$ cat src/rtl/ir_burst_sequencer.sv
// ============================================================================
// Module   : ir_burst_sequencer
// Purpose  : Walks one IR code record from ROM and gates a PWM carrier for
//            each on/off duration pair.
// Revision : 1.0
// ============================================================================
`default_nettype none

module ir_burst_sequencer #(
  parameter int ADDR_W   = 10,
  parameter int DATA_W   = 16,
  parameter int PWM_W    = 8,
  parameter int TICK_DIV = 12
) (
  input  logic              clock_in,
  input  logic              reset_n_in,
  input  logic              start_in,
  input  logic              abort_in,
  input  logic [ADDR_W-1:0] start_addr_in,
  output logic              mem_rd_out,
  output logic [ADDR_W-1:0] mem_addr_out,
  input  logic [DATA_W-1:0] mem_data_in,
  output logic              pwm_reset_out,
  output logic              pwm_enable_out,
  output logic              pwm_forced_out,
  output logic [PWM_W-1:0]  pwm_compare_out,
  output logic              pwm_update_out,
  output logic              busy_out,
  output logic              done_out,
  output logic [ADDR_W-1:0] next_addr_out
);

  localparam int PRE_W = (TICK_DIV > 1) ? $clog2(TICK_DIV) : 1;
  localparam logic [PRE_W-1:0] C_PRE_LAST = PRE_W'(TICK_DIV - 1);

  localparam logic [3:0] S_IDLE      = 4'd0;
  localparam logic [3:0] S_FETCH_CAR = 4'd1;
  localparam logic [3:0] S_LOAD      = 4'd2;
  localparam logic [3:0] S_FETCH_CNT = 4'd3;
  localparam logic [3:0] S_FETCH_ON  = 4'd4;
  localparam logic [3:0] S_FETCH_OFF = 4'd5;
  localparam logic [3:0] S_ON        = 4'd6;
  localparam logic [3:0] S_OFF       = 4'd7;
  localparam logic [3:0] S_DONE      = 4'd8;
  localparam logic [3:0] S_ABORT     = 4'd9;

  logic [3:0]        state_q, state_d;
  logic              ph_q, ph_d;
  logic [ADDR_W-1:0] ptr_q, ptr_d;
  logic [PWM_W-1:0]  car_q, car_d;
  logic [PWM_W-1:0]  loaded_q, loaded_d;
  logic [DATA_W-1:0] rem_q, rem_d;
  logic [DATA_W-1:0] on_q, on_d;
  logic [DATA_W-1:0] off_q, off_d;
  logic [DATA_W-1:0] dur_q, dur_d;
  logic [PRE_W-1:0]  pre_q, pre_d;
  logic [ADDR_W-1:0] next_addr_q, next_addr_d;

  logic       w_fetch;
  logic       w_capture;
  logic       w_tick_end;
  logic       w_last_tick;
  logic       w_pair_end;
  logic [3:0] w_pair_next;

  // Each fetch state spends one issue cycle (ph_q=0) and one capture cycle (ph_q=1).
  assign w_fetch     = (state_q == S_FETCH_CAR) || (state_q == S_FETCH_CNT) ||
                       (state_q == S_FETCH_ON)  || (state_q == S_FETCH_OFF);
  assign w_capture   = w_fetch && ph_q;
  assign w_tick_end  = (pre_q == C_PRE_LAST);
  assign w_last_tick = w_tick_end && (dur_q == DATA_W'(1));
  assign w_pair_next = (rem_q != DATA_W'(1)) ? S_FETCH_ON : S_DONE;

  always_ff @(posedge clock_in or negedge reset_n_in) begin
    if (!reset_n_in) begin
      state_q <= S_IDLE;
      ph_q    <= 1'b0;
    end else begin
      state_q <= state_d;
      ph_q    <= ph_d;
    end
  end

  always_comb begin
    state_d    = state_q;
    w_pair_end = 1'b0;
    case (state_q)
      S_IDLE:      if (start_in) state_d = S_FETCH_CAR;
      S_FETCH_CAR: if (ph_q) state_d = S_LOAD;
      S_LOAD:      state_d = S_FETCH_CNT;
      S_FETCH_CNT: if (ph_q) state_d = (mem_data_in == '0) ? S_DONE : S_FETCH_ON;
      S_FETCH_ON:  if (ph_q) state_d = S_FETCH_OFF;
      S_FETCH_OFF: begin
        if (ph_q) begin
          if (on_q != '0) begin
            state_d = S_ON;
          end else if (mem_data_in != '0) begin
            state_d = S_OFF;
          end else begin
            w_pair_end = 1'b1;
            state_d    = w_pair_next;
          end
        end
      end
      S_ON: begin
        if (w_last_tick) begin
          if (off_q != '0) begin
            state_d = S_OFF;
          end else begin
            w_pair_end = 1'b1;
            state_d    = w_pair_next;
          end
        end
      end
      S_OFF: begin
        if (w_last_tick) begin
          w_pair_end = 1'b1;
          state_d    = w_pair_next;
        end
      end
      S_DONE:  state_d = S_IDLE;
      S_ABORT: state_d = S_IDLE;
      default: state_d = S_IDLE;
    endcase
    if (abort_in && (state_q != S_IDLE) && (state_q != S_ABORT)) begin
      state_d    = S_ABORT;
      w_pair_end = 1'b0;
    end
  end

  always_comb begin
    ph_d        = w_fetch && !ph_q && (state_d == state_q);
    ptr_d       = ptr_q;
    car_d       = car_q;
    loaded_d    = loaded_q;
    rem_d       = rem_q;
    on_d        = on_q;
    off_d       = off_q;
    dur_d       = dur_q;
    pre_d       = pre_q;
    next_addr_d = next_addr_q;

    if ((state_q == S_IDLE) && start_in) ptr_d = start_addr_in;

    if (w_capture) begin
      ptr_d = ptr_q + ADDR_W'(1);
      case (state_q)
        S_FETCH_CAR: car_d = mem_data_in[PWM_W-1:0];
        S_FETCH_CNT: rem_d = mem_data_in;
        S_FETCH_ON:  on_d  = mem_data_in;
        S_FETCH_OFF: off_d = mem_data_in;
        default: ;
      endcase
    end

    if (state_q == S_LOAD) loaded_d = car_q;
    if (w_pair_end) rem_d = rem_q - DATA_W'(1);

    // Prescaler and duration restart on every phase entry so each phase is exact.
    if ((state_d == S_ON) && (state_q != S_ON)) begin
      pre_d = '0;
      dur_d = on_q;
    end else if ((state_d == S_OFF) && (state_q != S_OFF)) begin
      pre_d = '0;
      dur_d = (state_q == S_FETCH_OFF) ? mem_data_in : off_q;
    end else if ((state_q == S_ON) || (state_q == S_OFF)) begin
      if (w_tick_end) begin
        pre_d = '0;
        dur_d = dur_q - DATA_W'(1);
      end else begin
        pre_d = pre_q + PRE_W'(1);
      end
    end

    // The fetch pointer already sits one past the last record word here.
    if ((state_d == S_DONE) && (state_q != S_DONE)) next_addr_d = ptr_d;
  end

  always_ff @(posedge clock_in or negedge reset_n_in) begin
    if (!reset_n_in) begin
      ptr_q       <= '0;
      car_q       <= '0;
      loaded_q    <= '0;
      rem_q       <= '0;
      on_q        <= '0;
      off_q       <= '0;
      dur_q       <= '0;
      pre_q       <= '0;
      next_addr_q <= '0;
    end else begin
      ptr_q       <= ptr_d;
      car_q       <= car_d;
      loaded_q    <= loaded_d;
      rem_q       <= rem_d;
      on_q        <= on_d;
      off_q       <= off_d;
      dur_q       <= dur_d;
      pre_q       <= pre_d;
      next_addr_q <= next_addr_d;
    end
  end

  always_comb begin
    mem_rd_out      = w_fetch && !ph_q;
    mem_addr_out    = ptr_q;
    pwm_reset_out   = (state_q == S_ABORT) || ((state_q == S_FETCH_CAR) && !ph_q);
    pwm_enable_out  = (state_q == S_ON);
    pwm_forced_out  = 1'b0;
    pwm_update_out  = (state_q == S_LOAD);
    pwm_compare_out = (state_q == S_LOAD) ? car_q : loaded_q;
    busy_out        = (state_q != S_IDLE);
    done_out        = (state_q == S_DONE);
    next_addr_out   = next_addr_q;
  end

endmodule

`default_nettype wire

$ cat config.mk
export PLATFORM = sky130hd
export DESIGN_NAME = ir_burst_sequencer
export DESIGN_NICKNAME = d
export VERILOG_FILES = /design/src/rtl/ir_burst_sequencer.sv
export SDC_FILE = /design/constraint.sdc
export NUM_CORES = 1
export LEC_CHECK = 0
export CAP_MARGIN = 10
export CORE_ASPECT_RATIO = 1.2
export CORE_MARGIN = 2
export CORE_UTILIZATION = 60
export DETAILED_ROUTE_END_ITERATION = 10
export PLACE_DENSITY_LB_ADDON = 0.25
export SYNTH_ARGS = -nofsm -noshare
export SYNTH_HDL_FRONTEND = slang
export SYNTH_SLANG_ARGS = --single-unit
$ cat constraint.sdc
create_clock -name clock_in -period 9.59 [get_ports clock_in]
set_input_delay 1.4385 -clock clock_in [delete_from_list [all_inputs] [get_ports clock_in]]
set_output_delay 1.4385 -clock clock_in [all_outputs]
set_load 0.01 [all_outputs]
# After elaboration in Yosys (flattened, before gate mapping)
# Cells that the tools add are included.
op_classes:
  addsub: 4
  eq_ne: 20
  muxes: 37
  reduce_logical: 31
ops:
  columns: ["operator", "count"]
  rows:
  - ["2-to-1 mux 16 bit", 8]
  - ["2-to-1 mux 4 bit", 17]
  - ["nonzero test 16 bit", 3]
  - ["case mux 4 bit (8 select lines)", 1]
  - ["subtractor 16 x 1 -> 16 bit, second input constant", 2]
  - ["== test 4 x 3 -> 1 bit, second input constant", 6]
  - ["2-to-1 mux 10 bit", 2]
  - ["== test 16 x 1 -> 1 bit, second input constant", 1]
  - ["== test 4 bit, second input constant", 4]
  - ["logical NOT 16 bit", 1]
  - ["!= test 16 x 1 -> 1 bit, second input constant", 1]
  - ["logical AND 1 bit", 11]
  - ["adder 10 x 1 -> 10 bit, second input constant", 1]
  - ["== test 4 x 2 -> 1 bit, second input constant", 2]
  - ["2-to-1 mux 8 bit", 1]
  - ["!= test 4 x 3 -> 1 bit, second input constant", 2]
  - ["!= test 4 bit, second input constant", 2]
  - ["AND reduction 2 bit", 4]
  - ["2-to-1 mux 1 bit", 7]
  - ["nonzero test 3 bit", 2]
  - ["logical OR 1 bit", 5]
  - ["adder 4 x 1 -> 4 bit, second input constant", 1]
  - ["== test 4 x 1 -> 1 bit, second input constant", 1]
  - ["== test 4 bit", 1]
  - ["other kinds (5)", 6]
word_totals:
  reg_bits: 109
  out_inout_bits: 35
  elab_cells: 103

# Depth between registers and ports, before layout
# Gate-level depths: netlist of run 1.
depth:
  word_depth: 11
  ltp_mapped: 13

# Worst setup path after synthesis of run 1
# OpenSTA, ideal clock, no wires.
synth_path:
  path_kind: "reg-to-output"
  from: "reg state_q[0]"
  to: "out pwm_compare_out[0]"
  arrival_ns: 2.358
  required_time_ns: 8.151
  setup_slack_ns: 5.794
  path_stages_with_launch: 5
  cell_sequence: "dfrtp_1 > clkbuf_1 > clkbuf_1 > nor4_1 > mux2_2"
synth_between:
  elab_chain_len: 2
synth_rtl:
  columns: ["item", "line_no", "source"]
  rows:
  - ["from (decl)", "47", "logic [3:0] state_q, state_d;"]
  - ["from (signal assigned)", "79", "state_q <= state_d;"]
  - ["== test 4 x 2 -> 1 bit", null, null]
  - ["net pwm_update_out", "27", "output logic pwm_update_out,"]
  - ["2-to-1 mux 8 bit", null, null]
  - ["to (decl)", "26", "output logic [PWM_W-1:0] pwm_compare_out,"]
# The timed path passes the listed nets, and every way through them passes these cells.

# Final worst setup path of run 1
layout_path:
  from: "in mem_data_in[5]"
  to: "reg dur_q[0]"
layout_between:
  elab_chain_len: 10
  elab_cells_between_ends: 18
  cone_classes: "eq/ne: 2; mux: 9; reduce/logical: 7"
layout_rtl:
  columns: ["item", "line_no", "source"]
  rows:
  - ["from (decl)", "22", "input logic [DATA_W-1:0] mem_data_in,"]
  - ["nonzero test 16 bit", "97", "end else if (mem_data_in != '0) begin"]
  - ["2-to-1 mux 4 bit", "97", null]
  - ["2-to-1 mux 4 bit", "95", "if (on_q != '0) begin"]
  - ["2-to-1 mux 4 bit", "94", "if (ph_q) begin"]
  - ["case mux 4 bit (8 select lines) *", "87", "case (state_q)"]
  - ["2-to-1 mux 4 bit *", "125", "if (abort_in && (state_q != S_IDLE) && (state_q != S_ABORT)) begin"]
  - ["== test 4 x 3 -> 1 bit, on equally long branches", "160, 163", null]
  - ["logical AND 1 bit, on equally long branches", "160, 163", null]
  - ["nonzero test 3 bit (no source line) or 2-to-1 mux 16 bit (tied branches)", null, null]
  - ["AND reduction 2 bit (no source line) or 2-to-1 mux 16 bit (tied branches)", null, null]
  - ["to (signal assigned)", "197", "dur_q <= dur_d;"]
  - ["to (decl)", "55", "logic [DATA_W-1:0] dur_q, dur_d;"]
# Mark *: on every way between the ends. The rest lies on a longest branch, timed or not.
# A chain may end at the register's enable or synchronous reset.

==> results of run 1 <==
worst paths after layout:
path | start | depth (start not counted) | endpoint
max | mem_data_in[5] | 10 | dur_q[0]$_DFFE_PN0P_
min | loaded_q[2]$_DFF_PN0_ | 1 | loaded_q[2]$_DFF_PN0_
max reg2reg | dur_q[7]$_DFFE_PN0P_ | 9 | dur_q[15]$_DFFE_PN0P_
min reg2reg | loaded_q[2]$_DFF_PN0_ | 1 | loaded_q[2]$_DFF_PN0_
max in group asynchronous | reset_n_in | 2 | off_q[2]$_DFFE_PN0P_
min in group asynchronous | reset_n_in | 1 | dur_q[8]$_DFFE_PN0P_
registers in the layout, summed over array words and instances, names as in the netlist, 8 cells and up:
name and count:
rem_q 16, off_q 16, loaded_q 8, on_q 16
mem_addr_out 10, car_q 8, dur_q 16, next_addr_out 10
cell usage after synthesis, types with 4 or more instances:
master | instances | share of area
mux2i_1 | 14 | 0.023
nand3_1 | 22 | 0.018
a32oi_1 | 4 | 0.0058
and3_1 | 5 | 0.0052
nor4_1 | 25 | 0.026
nor3_1 | 33 | 0.028
a21oi_1 | 34 | 0.028
clkbuf_1 | 21 | 0.013
ha_1 | 6 | 0.013
nand2_1 | 63 | 0.039
nor2_1 | 33 | 0.021
nand2b_1 | 6 | 0.0063
or3_1 | 7 | 0.0073
dfrtp_1 | 109 | 0.46
buf_2 | 7 | 0.0058
o211ai_1 | 5 | 0.0063
o22ai_1 | 8 | 0.0084
xor2_1 | 8 | 0.012
o21ai_0 | 23 | 0.019
nand4_1 | 8 | 0.0084
a211o_1 | 10 | 0.015
and2_1 | 6 | 0.0063
a31oi_2 | 10 | 0.021
a31oi_1 | 7 | 0.0073
mux2_2 | 59 | 0.11
inv_1 | 17 | 0.011
per-layer routing:
layer | up-vias | part of all wire
met5 | - | 0
met4 | 0 | 0.021
met3 | 24 | 0.053
met2 | 189 | 0.50
met1 | 2511 | 0.43
li1 | 2370 | -
metrics by stage:
step                std cells  area [um^2]
floorplan                 606         5990
global placement          770         6700
detailed placement        770         6700
CTS                       786         7000
global route              786         7000
finish                    786         7000
worst max-delay path: cells and delay by family:
family / cells / cell delay (ns)
compound gates: 4 / 1.11
buf+inv: 2 / 0.74
simple gates: 4 / 1.79
power by group:
part           leakage (nW)  switching [W]  total [W]  internal [W]
registers              1.34       0.000129   0.000723      0.000594
clock network         0.147       0.000182   0.000370      0.000189
logic                  1.32       0.000341   0.000685      0.000344
cell families after synthesis:
group | Yosys count | synth area share
other cells | 1 | 0.000626
compound gates | 132 | 0.155
mux | 73 | 0.134
flops | 109 | 0.455
buf+inv | 47 | 0.0328
xor+xnor | 11 | 0.0161
simple gates | 227 | 0.193
fa+ha+maj | 6 | 0.0125
layout make-up:
cell class / instances / area share
inverters: 17 / 0.00911
flip-flops and latches: 109 / 0.390
well taps: 123 / 0.0220
clock inverters: 6 / 0.00840
clock buffers: 10 / 0.0341
multi-input cells: 450 / 0.439
repair buffers: 71 / 0.0983
==> impl_metrics.sql, run 1 <==
INSERT INTO impl_metrics (metric_group, metric, value, unit) VALUES
('run_status', 'outcome', 'finished, final reports clean', ''),
('timing', 'drv_slew', '0', ''),
('routing', 'detailroute.via_count', '5094', ''),
('clock_network', 'clock-sinks', '109', ''),
('worst_setup_path', 'worst-endpoint-arrival', '5.11', 'ns'),
('yosys', 'synth-seq-area-share', '0.455', ''),
('timing', 'worst_hold_slack', '0.498', 'ns'),
('die', 'die_area', '10800', 'um^2'),
('routing', 'drc', '0', ''),
('clock_network', 'cts_root_buf', 'clkbuf_16', ''),
('cells_and_area', 'post_route_cells_drive_above_1_share', '0.155', ''),
('worst_setup_path', 'r2r_slack', '5.30', 'ns'),
('routing', 'drtAntennaViolNets', '0', ''),
('cells_and_area', 'multi_input_gate_area_in_the_final_layout', '3070', 'um^2'),
('timing', 'fin_skew', '0.00931', 'ns'),
('yosys', 'postSynth.topFlopCell', 'dfrtp_1', ''),
('timing', 'fmax', '206', 'MHz'),
('pwr', 'power.density', '254', 'nW/um^2'),
('global_route', 'grt_antenna_before_repair', '0', ''),
('routing', 'drt_iter0_markers', '550', ''),
('yosys', 'netlist-cell-type-count', '60', ''),
('die', 'initial_core_utilization', '0.623', ''),
('worst_setup_path', 'crit_fanout', '21', ''),
('cells_and_area', 'area_used_by_sequential_logic_in_the_layout', '2730', 'um^2'),
('global_route', 'overflow', '0', ''),
('pwr', 'post-layout-total-power', '0.00178', 'W'),
('worst_setup_path', 'cpPeakStageDelay', '0.54', 'ns'),
('global_route', 'first_global_vias', '5043', ''),
('cells_and_area', 'layout.cells.most_common', 'dfrtp_1', ''),
('yosys', 'synthesis.instances', '606', ''),
('timing', 'hold_violations', '0', ''),
('yosys', 'average_footprint_of_a_synthesized_cell', '9.88', 'um^2'),
('routing', 'route.detailed.vias_per_inst', '6.48', ''),
('yosys', 'synth_edf_count', '0', ''),
('yosys', 'yosys_register_bits', '109', ''),
('cells_and_area', 'antenna-diode-count', '0', ''),
('die', 'die-height', '113', 'um'),
('timing', 'worst_slew_pin_slew', '1.02', 'ns'),
('worst_setup_path', 'critical_path_required', '9.84', 'ns'),
('timing', 'rsz0062_at_grt', 'no', ''),
('placement', 'hpwl', '11000', 'um'),
('routing', 'first_pass_iters', '5', ''),
('routing', 'wire_per_inst', '19.2', 'um'),
('cells_and_area', 'fin_nets', '694', ''),
('clock_network', 'clock_transition_at_the_register_clock_pins_on_the_worst_setup_and_hold_paths_after_cts', '0.08', 'ns'),
('global_route', 'grt_use_met3', '0.0495', ''),
('die', 'die_width', '95.2', 'um'),
('global_route', 'grt_use_met2', '0.482', ''),
('clock_network', 'holdBufCountCts', '0', ''),
('timing', 'post_layout_minimum_cycle_time', '4.86', 'ns'),
('clock_network', 'h-tree-depth', '3', ''),
('placement', 'gpl.final_weighted_congestion', '0.899', ''),
('timing', 'maxSlewHeadroom', '0.321', ''),
('worst_setup_path', 'worst-setup-path-type', 'in -> reg', ''),
('global_route', 'grt_util_met1', '0.403', ''),
('clock_network', 'cts_setup_buffers', '0', ''),
('flow_run', 'drv.max_cap_violation_count', '0', ''),
('routing', 'drt_wl_total', '15100', 'um'),
('cells_and_area', 'fillCellCount', '653', ''),
('clock_network', 'postCtsResizedCells', '0', ''),
('placement', 'place.port_buffers', '63', ''),
('global_route', 'grt_max_degree', '84', ''),
('yosys', 'synth-async-reset-ratio', '1.00', ''),
('pwr', 'power_leakage', '2.80', 'nW'),
('cells_and_area', 'final_core_util', '0.728', ''),
('clock_network', 'clock_latency', '0.35', 'ns'),
('pwr', 'power.ir.vdd_worst', '0.000195', 'V'),
('die', 'core.rowCount', '39', ''),
('clock_network', 'tritoncts_clock_tree', 'done', ''),
('global_route', 'global_route.usage.total', '0.296', ''),
('hold_path', 'min-delay-path-class', 'reg -> reg', '');
Note: power is estimated with default switching activity, not from simulation.
==> run 2, diff against run 1 <==
--- a/config.mk
+++ b/config.mk
@@ -8,7 +8,7 @@
 export CAP_MARGIN = 10
 export CORE_ASPECT_RATIO = 1.2
 export CORE_MARGIN = 2
-export CORE_UTILIZATION = 60
+export CORE_UTILIZATION = 57
 export DETAILED_ROUTE_END_ITERATION = 10
 export PLACE_DENSITY_LB_ADDON = 0.25
 export SYNTH_ARGS = -nofsm -noshare
==> constraint.sdc (replaced) <==
create_clock -name clock_in -period 4.5 [get_ports clock_in]
set_input_delay 0.675 -clock clock_in [delete_from_list [all_inputs] [get_ports clock_in]]
set_output_delay 0.675 -clock clock_in [all_outputs]
set_load 0.01 [all_outputs]
==> run 2 against run 1 <==
  * Hold slack got worse by 0.012 ns
  * Cell count rose by 1.4%
  * First-iteration DRC count fell by 22%
  * Highest routed layer unchanged
==> impl_metrics.sql, run 2 (synthesized netlist as in run 1, its figures left out) <==
INSERT INTO impl_metrics (metric_group, metric, value, unit) VALUES
('global_route', 'grt_use_met2', '0.502', ''),
('routing', 'drc', '0', ''),
('clock_network', 'h-tree-depth', '3', ''),
('placement', 'place.port_buffers', '63', ''),
('timing', 'tns', '0', 'ns'),
('global_route', 'grt_max_degree', '83', ''),
('clock_network', 'clock_latency', '0.36', 'ns'),
('clock_network', 'postCtsResizedCells', '0', ''),
('global_route', 'grt_util_met1', '0.350', ''),
('pwr', 'power_leakage', '2.83', 'nW'),
('die', 'core.rowCount', '41', ''),
('global_route', 'grt_use_met3', '0.0455', ''),
('clock_network', 'holdBufCountCts', '0', ''),
('routing', 'first_pass_iters', '5', ''),
('cells_and_area', 'fillCellCount', '801', ''),
('die', 'die_area', '11300', 'um^2'),
('die', 'io_pins', '65', ''),
('timing', 'rsz0062_at_grt', 'no', ''),
('pwr', 'power.density', '542', 'nW/um^2'),
('worst_setup_path', 'most_common_cell_on_crit_path', 'or4_4', ''),
('pwr', 'power.ir.vdd_worst', '0.000401', 'V'),
('timing', 'worst_slew_pin_slew', '1.03', 'ns'),
('clock_network', 'clock_transition_at_the_register_clock_pins_on_the_worst_setup_and_hold_paths_after_cts', '0.07', 'ns'),
('routing', 'wire_per_inst', '19.3', 'um'),
('worst_setup_path', 'crit_fanout', '18', ''),
('cells_and_area', 'multi_input_gate_area_in_the_final_layout', '3070', 'um^2'),
('clock_network', 'cts.path.max_buffers', '2', ''),
('cells_and_area', 'syn_to_layout_area_delta', '17.6', '%'),
('clock_network', 'tritoncts_clock_tree', 'done', ''),
('die', 'die-height', '116', 'um'),
('run_status', 'outcome', 'finished, final reports clean', ''),
('timing', 'fmax', '261', 'MHz'),
('routing', 'drtAntennaViolNets', '0', ''),
('routing', 'drt_iter0_markers', '428', ''),
('die', 'core_region_area', '10400', 'um^2'),
('worst_setup_path', 'cpPeakStageDelay', '0.75', 'ns'),
('timing', 'fin_skew', '0.00976', 'ns'),
('worst_setup_path', 'element_type_at_the_critical_path_end', 'register', ''),
('timing', 'final.period_utilization', '0.850', ''),
('clock_network', 'cts_made_buffers', '9', ''),
('worst_setup_path', 'setup.worst_path.start_class', 'register', ''),
('cells_and_area', 'most-common-layout-cells', 'dfrtp_1, nand2_1, clkdlybuf4s50_1', ''),
('global_route', 'grt_antenna_before_repair', '0', ''),
('cells_and_area', 'antenna-diode-count', '0', ''),
('worst_setup_path', 'worst-endpoint-arrival', '4.03', 'ns'),
('cells_and_area', 'area_used_by_sequential_logic_in_the_layout', '2730', 'um^2'),
('cells_and_area', 'post_route_cells_drive_above_1_share', '0.162', ''),
('cells_and_area', 'layout.cells.most_common', 'dfrtp_1', ''),
('timing', 'hold_violations', '0', ''),
('timing', 'post_layout_minimum_cycle_time', '3.83', 'ns'),
('pwr', 'post-layout-total-power', '0.00382', 'W'),
('timing', 'final-setup-viol-count', '0', ''),
('routing', 'route.detailed.vias_per_inst', '6.50', ''),
('cells_and_area', 'fin_nets', '699', ''),
('global_route', 'global_route.usage.total', '0.281', ''),
('clock_network', 'cts_setup_buffers', '0', ''),
('global_route', 'first_global_vias', '5220', ''),
('global_route', 'wire_length_of_the_first_global_routing_pass', '25700', 'um'),
('global_route', 'overflow', '0', ''),
('hold_path', 'min-delay-path-class', 'in -> async', ''),
('worst_setup_path', 'worst-setup-path-type', 'reg -> reg', ''),
('worst_setup_path', 'rr_worst_depth', '7', ''),
('global_route', 'busiest_layer', 'met2', ''),
('worst_setup_path', 'critical_path_required', '4.70', 'ns'),
('clock_network', 'clock-sinks', '109', ''),
('timing', 'maxSlewHeadroom', '0.315', ''),
('flow_run', 'drv.max_cap_violation_count', '0', ''),
('routing', 'detailroute.via_count', '5178', ''),
('worst_setup_path', 'worstPathCellList', 'or4_4, or4_4, or4b_4, a41oi_2, and2_1, a311o_1, a31oi_2', ''),
('placement', 'hpwl', '11200', 'um'),
('die', 'die_width', '97.6', 'um'),
('worst_setup_path', 'crit_slowest_cell', 'a41oi_2', ''),
('placement', 'gpl.final_weighted_congestion', '0.891', ''),
('die', 'initial_core_utilization', '0.578', ''),
('timing', 'drv_slew', '0', ''),
('routing', 'drt_wl_total', '15400', 'um'),
('clock_network', 'cts_root_buf', 'clkbuf_16', '');
## run 2: stage by stage
| stage | setup slack (ns) | util | area (um^2) | hold slack [ns] | instances |
|---|---|---|---|---|---|
| floorplan | 1.25 | - | 5990 | 0.379 | 606 |
| global placement | 0.646 | 0.651 | 6750 | 0.481 | 781 |
| detailed placement | 0.560 | 0.651 | 6750 | 0.484 | 781 |
| CTS | 0.734 | 0.680 | 7040 | 0.502 | 797 |
| global route | 0.533 | 0.680 | 7040 | 0.522 | 797 |
| finish | 0.673 | 0.680 | 7040 | 0.486 | 797 |
## run 2: final timing paths
check | from | to | slack [ns]
worst max-delay path | dur_q[7]$_DFFE_PN0P_ | dur_q[12]$_DFFE_PN0P_ | 0.67
worst min-delay path | reset_n_in | dur_q[10]$_DFFE_PN0P_ | 0.49
worst max register to register | dur_q[7]$_DFFE_PN0P_ | dur_q[12]$_DFFE_PN0P_ | 0.67
worst min register to register | loaded_q[4]$_DFF_PN0_ | loaded_q[4]$_DFF_PN0_ | 0.50
max in group asynchronous | reset_n_in | rem_q[13]$_DFFE_PN0P_ | 3.03
min in group clock_in | loaded_q[4]$_DFF_PN0_ | loaded_q[4]$_DFF_PN0_ | 0.50
## run 2: final cells by class
class	count	share of cell area
sequential	109	0.387
timing repair buffer	76	0.103
clock inverter	6	0.00799
clock buffer	10	0.0339
tap	129	0.0229
inverter	17	0.00906
multi-input combinational	450	0.436
## run 2: metal layers
metal	up-vias	wire, um
met3	34	859
met2	206	7780
met4	0	364
met1	2563	6410
li1	2375	-
met5	-	0
## run 2: power breakdown
group / internal [W] / switching (W) / total (W)
clock: 0.000401 / 0.000388 / 0.000789
combinational: 0.000743 / 0.000743 / 0.00149
sequential: 0.00127 / 0.000275 / 0.00154
total: 0.00241 / 0.00141 / 0.00382
## run 2: critical path, delay by kind of cell (launching register included)
family / cells / cell delay [ns]
flip-flops: 1 / 0.43
AND/OR/NAND/NOR: 4 / 2.14
AO/OA/AOI/OAI: 3 / 1.09
